==> config.mk <==
export PLATFORM = sky130hd
export DESIGN_NAME = ov7670_capture
export DESIGN_NICKNAME = d
export VERILOG_FILES = /design/src/rtl/ov7670_capture.sv
export SDC_FILE = /design/constraint.sdc
export NUM_CORES = 1
export LEC_CHECK = 0
export ABC_CLOCK_PERIOD_IN_PS = 1600
export CAP_MARGIN = 20
export CELL_PAD_IN_SITES_DETAIL_PLACEMENT = 1
export CELL_PAD_IN_SITES_GLOBAL_PLACEMENT = 2
export CORE_MARGIN = 4
export CORE_UTILIZATION = 29
export DETAILED_ROUTE_END_ITERATION = 8
export PLACE_DENSITY_LB_ADDON = 0.15
export SKIP_LAST_GASP = 1
export SYNTH_ARGS = -nofsm -noshare
export SYNTH_HDL_FRONTEND = slang
export SYNTH_SLANG_ARGS = --single-unit
==> constraint.sdc <==
create_clock -name clk -period 1.6 [get_ports clk]
set_input_delay 0.32 -clock clk [delete_from_list [all_inputs] [get_ports clk]]
set_output_delay 0.32 -clock clk [all_outputs]
set_load 0.005 [all_outputs]
==> src/rtl/ov7670_capture.sv <==
// OV7670 camera receiver: synchronises PCLK/VSYNC/HREF/DATA into clk and writes RGB565 pixels to a frame buffer.
// Optional per-line/per-frame geometry checking is enabled with `define OV7670_LINE_CHECK_EN.
module ov7670_capture #(
  parameter int H_ACTIVE = 320,
  parameter int V_ACTIVE = 240,
  parameter int ADDR_W   = 17
) (
  input  logic              clk,
  input  logic              reset,
  input  logic              cam_pclk,
  input  logic              cam_vsync,
  input  logic              cam_href,
  input  logic [7:0]        cam_data,
  output logic              we,
  output logic [ADDR_W-1:0] waddr,
  output logic [15:0]       wdata,
  output logic              frame_done,
  output logic              overflow
`ifdef OV7670_LINE_CHECK_EN
  ,
  output logic              line_err
`endif
);

  localparam int PIX_TOTAL = H_ACTIVE * V_ACTIVE;
  // One spare bit so the index can hold PIX_TOTAL even when it equals 2**ADDR_W.
  localparam logic [ADDR_W:0] PIX_LIMIT = (ADDR_W + 1)'(PIX_TOTAL);

  typedef enum logic [1:0] {
    WAIT_VS_HIGH,
    WAIT_VS_LOW,
    ACTIVE
  } state_t;

  state_t state, state_next;

  // Bit 0 is the first flop, bit 1 the synchronised value, bit 2 its delayed copy.
  logic [2:0] pclk_sr, vsync_sr, href_sr;
  logic [7:0] data_s1, data_s2;

  logic pclk_rise, vsync_rise, vsync_fall, href_fall;
  logic frame_start, frame_end, capture_byte;

  logic              phase;
  logic [7:0]        hi_byte;
  logic [ADDR_W:0]   pix_idx;

  always_ff @(posedge clk) begin
    if (reset) begin
      pclk_sr  <= '0;
      vsync_sr <= '0;
      href_sr  <= '0;
      data_s1  <= '0;
      data_s2  <= '0;
    end else begin
      pclk_sr  <= {pclk_sr[1:0], cam_pclk};
      vsync_sr <= {vsync_sr[1:0], cam_vsync};
      href_sr  <= {href_sr[1:0], cam_href};
      data_s1  <= cam_data;
      data_s2  <= data_s1;
    end
  end

  assign pclk_rise  = pclk_sr[1] & ~pclk_sr[2];
  assign vsync_rise = vsync_sr[1] & ~vsync_sr[2];
  assign vsync_fall = ~vsync_sr[1] & vsync_sr[2];
  assign href_fall  = ~href_sr[1] & href_sr[2];

  always_ff @(posedge clk) begin
    if (reset) begin
      state <= WAIT_VS_HIGH;
    end else begin
      state <= state_next;
    end
  end

  always_comb begin
    state_next   = state;
    frame_start  = 1'b0;
    frame_end    = 1'b0;
    capture_byte = 1'b0;
    case (state)
      WAIT_VS_HIGH: begin
        if (vsync_sr[1]) state_next = WAIT_VS_LOW;
      end
      WAIT_VS_LOW: begin
        if (vsync_fall) begin
          state_next  = ACTIVE;
          frame_start = 1'b1;
        end
      end
      ACTIVE: begin
        capture_byte = pclk_rise & href_sr[1];
        if (vsync_rise) begin
          state_next = WAIT_VS_LOW;
          frame_end  = 1'b1;
        end
      end
      default: state_next = WAIT_VS_HIGH;
    endcase
  end

`ifdef OV7670_LINE_CHECK_EN
  localparam logic [15:0] H_COUNT = 16'(H_ACTIVE);
  localparam logic [15:0] V_COUNT = 16'(V_ACTIVE);

  // The line counters only feed the geometry check, so they exist only in this build.
  logic [15:0] line_cnt, line_pix, lines_seen;

  assign lines_seen = line_cnt + 16'(href_fall);
`endif

  always_ff @(posedge clk) begin
    if (reset) begin
      we         <= 1'b0;
      waddr      <= '0;
      wdata      <= '0;
      frame_done <= 1'b0;
      overflow   <= 1'b0;
      phase      <= 1'b0;
      hi_byte    <= '0;
      pix_idx    <= '0;
`ifdef OV7670_LINE_CHECK_EN
      line_cnt   <= '0;
      line_pix   <= '0;
      line_err   <= 1'b0;
`endif
    end else begin
      we         <= 1'b0;
      frame_done <= 1'b0;
      if (frame_start) begin
        pix_idx  <= '0;
        phase    <= 1'b0;
        overflow <= 1'b0;
`ifdef OV7670_LINE_CHECK_EN
        line_cnt <= '0;
        line_pix <= '0;
        line_err <= 1'b0;
`endif
      end
      if (capture_byte) begin
        if (!phase) begin
          hi_byte <= data_s2;
          phase   <= 1'b1;
        end else begin
          phase <= 1'b0;
`ifdef OV7670_LINE_CHECK_EN
          line_pix <= line_pix + 16'd1;
`endif
          if (pix_idx < PIX_LIMIT) begin
            we      <= 1'b1;
            waddr   <= pix_idx[ADDR_W-1:0];
            wdata   <= {hi_byte, data_s2};
            pix_idx <= pix_idx + 1'b1;
          end else begin
            overflow <= 1'b1;
          end
        end
      end
      // A line ending mid-pixel drops the orphan high byte so the next line stays aligned.
      if (state == ACTIVE && href_fall) begin
        phase <= 1'b0;
`ifdef OV7670_LINE_CHECK_EN
        line_cnt <= line_cnt + 16'd1;
        line_pix <= '0;
        if (line_pix != H_COUNT || phase) line_err <= 1'b1;
`endif
      end
      if (frame_end) begin
        frame_done <= 1'b1;
`ifdef OV7670_LINE_CHECK_EN
        if (lines_seen != V_COUNT) line_err <= 1'b1;
`endif
      end
    end
  end

endmodule
==> results.toml <==
[setup_path]
worst_path_max_delay_cell = "dfxtp_2"
cpPeakStageDelay_ns = 0.33
crit_path_frequent_cell = "buf_6"
cp_max_fo = 4
crit_family = "compound AO/OA/AOI/OAI gates"
crit_required_ns = 1.89
critPathBufInv = 2
cp.arrival_ns = 1.95
cp_cell_sequence = "o21a_1, a311oi_4, buf_6, buf_6, nand3_4, or3_4, a21oi_2"
r2r_setup_slack_ns = -0.06
setup.worst_path.class = "reg -> reg"
end_kind = "flip-flop"
cp-start-kind = "flip-flop"

[place]
post-dp-hpwl_um = 5600
io_buffer_count = 48
gp_congestion = 0.780
dpl.cell_count = 555
pre_cts_ws_ns = -0.0951

[sta]
rsz0062_at_grt = "true"
setup_viol = 18
worst_pin_slew_ns = 0.699
worst_slack_ns = -0.0635
fin_crit_sh = 1.04
fin_hold_ws_ns = 0.435
relSlewSlack = 0.533
setup_tns_ns = -0.415
fin_skew_ns = 0.00688
fmax_ghz = 0.601
fin_crit_ns = 1.66
final-hold-violation-count = 0
maxSlewViolCount = 0

[routing]
drt_iter0_drc = 66
drt_wl_total_um = 8090
viasPerCell = 4.56
dr.pass1.iters = 4
wire_per_inst_um = 14.0
ant_nets = 0
drcViolationCount = 0
vias = 2629

[cells_and_area]
layout-drive-gt1-share = 0.211
nNetsFinal = 445
area_growth_pct = 40.0
insertedDiodeCount = 0
instances_no_fill = 576
fin_util = 0.415

[global_routing]
grt_max_degree = 45
antenna_found_initial = 0
grt_pass1_vias = 2731
grt_usage = 0.131
grt_pass1_wl_um = 13400
grt-ovfl-total = 0

[clocking]
clock_path_buffers = 2
clk_latency_ns = 0.35
cts_hold_buf = 0
cts-htree-levels = 3
clk_pin_slew_ns = 0.09
cts.sinks = 90
cts_root_buf = "clkbuf_8"
cts_buffers = 9
cts_tree = "yes"

[yosys]
synth_seq_cells = 90
synth_cell_types = 39
syn_nets = 363
yosys_warnings = 0
syn_inst = 349
syn_avg_cell_area_um2 = 9.20
synth_area_um2 = 3210
synth.yosys.seq_area_share = 0.561
async_flop_share = 0
ys.flop_type = "dfxtp_1"
synth_edf_count = 0

[floorplan]
core_area_um2 = 10800
die_h_um = 113
die_area_um2 = 12800
initial_core_util = 0.296
die_w_um = 113
rows = 38
ios = 49

[pwr]
power_density_nw_per_um2 = 885
ir_drop_mv = 0.343
power_leakage_uw = 0.00162

[hold_path]
hold_class = "in -> reg"

[flow_run]
drv_cap = 0

[run_status]
violations = "negative setup slack"
status = "finished with violations"
[worst min-delay path, stage by stage]
cell    delay, ns
buf_2        0.14
buf_12       0.19
nor2_1       0.11
[cell type report]
cell class | count | area [µm²]
fillers | 1255 | 6340
flip-flops and latches | 90 | 1810
multi-input cells | 237 | 1390
repair buffers | 91 | 908
well taps | 140 | 175
clock buffers | 11 | 141
clock inverters | 5 | 60.1
inverters | 2 | 7.51
[sequential cells by signal, indices dropped and copies added (netlist names), 2 cells and up]
name,cells
data_s1,8
wdata,16
state,2
data_s2,8
hi_byte,8
waddr,17
pclk_sr,3
vsync_sr,3
href_sr,3
pix_idx,18
[repair_timing]
item	in CTS	in global routing
hold endpoints to repair	0	0
setup buffers	2	2
gates resized for setup	2	38
endpoints found under the setup margin	44	55
gates cloned	0	1
pin swaps	1	17
[cell usage in the layout, fill, tap and decap left out, types with 5 or more instances in the layout]
cell type         n
buf_12            5
xor2_1            5
clkdlybuf4s50_1  47
nand4_1           5
o211ai_1          6
dfxtp_2           8
nor2_1           16
dfxtp_1          82
buf_4            30
clkbuf_8         10
a21oi_1          34
nor2b_1          28
mux2i_1           9
nand3_1          10
buf_6             6
nand2_1          74
a21oi_2           7
[metrics by stage]
| step | cell area, µm² | power [µW] |
|---|---|---|
| final | 4500 | 3980 |
| after global routing | 4500 | 4170 |
| after CTS | 4330 | 4050 |
| after detailed placement | 4110 | 2450 |
| after global placement | 4110 | 2450 |
| after floorplan | 3220 | 2390 |
[logic make-up (layout without fill, tap and decap cells)]
kind of cell             Yosys count  after routing  share of synthesized area
buffers and inverters             22            109                     0.0343
AO/OA/AOI/OAI                     56             56                      0.106
XOR/XNOR                           5              5                     0.0136
multiplexers                       9              9                     0.0281
AND/OR/NAND/NOR                  166            166                      0.253
adder cells (fa/ha/maj)            1              1                    0.00390
flip-flops                        90             90                      0.561
[per-layer routing]
layer | vias to the layer above | GRT usage | share of wire
met1 | 1253 | 0.171 | 0.49
met4 | 0 | 0.0601 | 0.017
met5 | - | 0 | 0
li1 | 1335 | - | -
met3 | 11 | 0.0219 | 0.023
met2 | 30 | 0.211 | 0.47
[synthesized netlist by cell type (all sizes together), types with 3 or more instances]
| cell | n | area (µm²) |
|---|---|---|
| mux2i | 9 | 90.1 |
| nand3 | 12 | 70.1 |
| nand4 | 5 | 31.3 |
| a21oi | 41 | 205 |
| nand2 | 79 | 299 |
| and2 | 3 | 18.8 |
| o41ai | 3 | 26.3 |
| o211ai | 6 | 45.0 |
| and3 | 5 | 31.3 |
| nor2b | 28 | 175 |
| clkbuf | 14 | 52.6 |
| dfxtp | 90 | 1800 |
| xor2 | 5 | 43.8 |
| nand2b | 4 | 25.0 |
| nor2 | 17 | 66.3 |
| buf | 6 | 50.0 |
[path summary, 6_finish.rpt]
| check | depth (start not counted) | to | start |
|---|---|---|---|
| hold reg to reg | 1 | href_sr[1]$_SDFF_PP0_ | href_sr[0]$_SDFF_PP0_ |
| setup reg to reg | 7 | pix_idx[12]$_SDFF_PP0_ | pix_idx[14]$_SDFF_PP0_ |
| hold / removal | 3 | state[0]$_SDFFE_PP0P_ | reset |
| setup / recovery | 7 | pix_idx[12]$_SDFF_PP0_ | pix_idx[14]$_SDFF_PP0_ |
[report_power, final]
part	internal, µW	switching (µW)	leakage [µW]
combinational	56.5	56.3	0.000784
sequential	2270	11.8	0.000734
clock	774	810	0.000100
total	3100	878	0.00162
(Power assumes the default switching activity.)
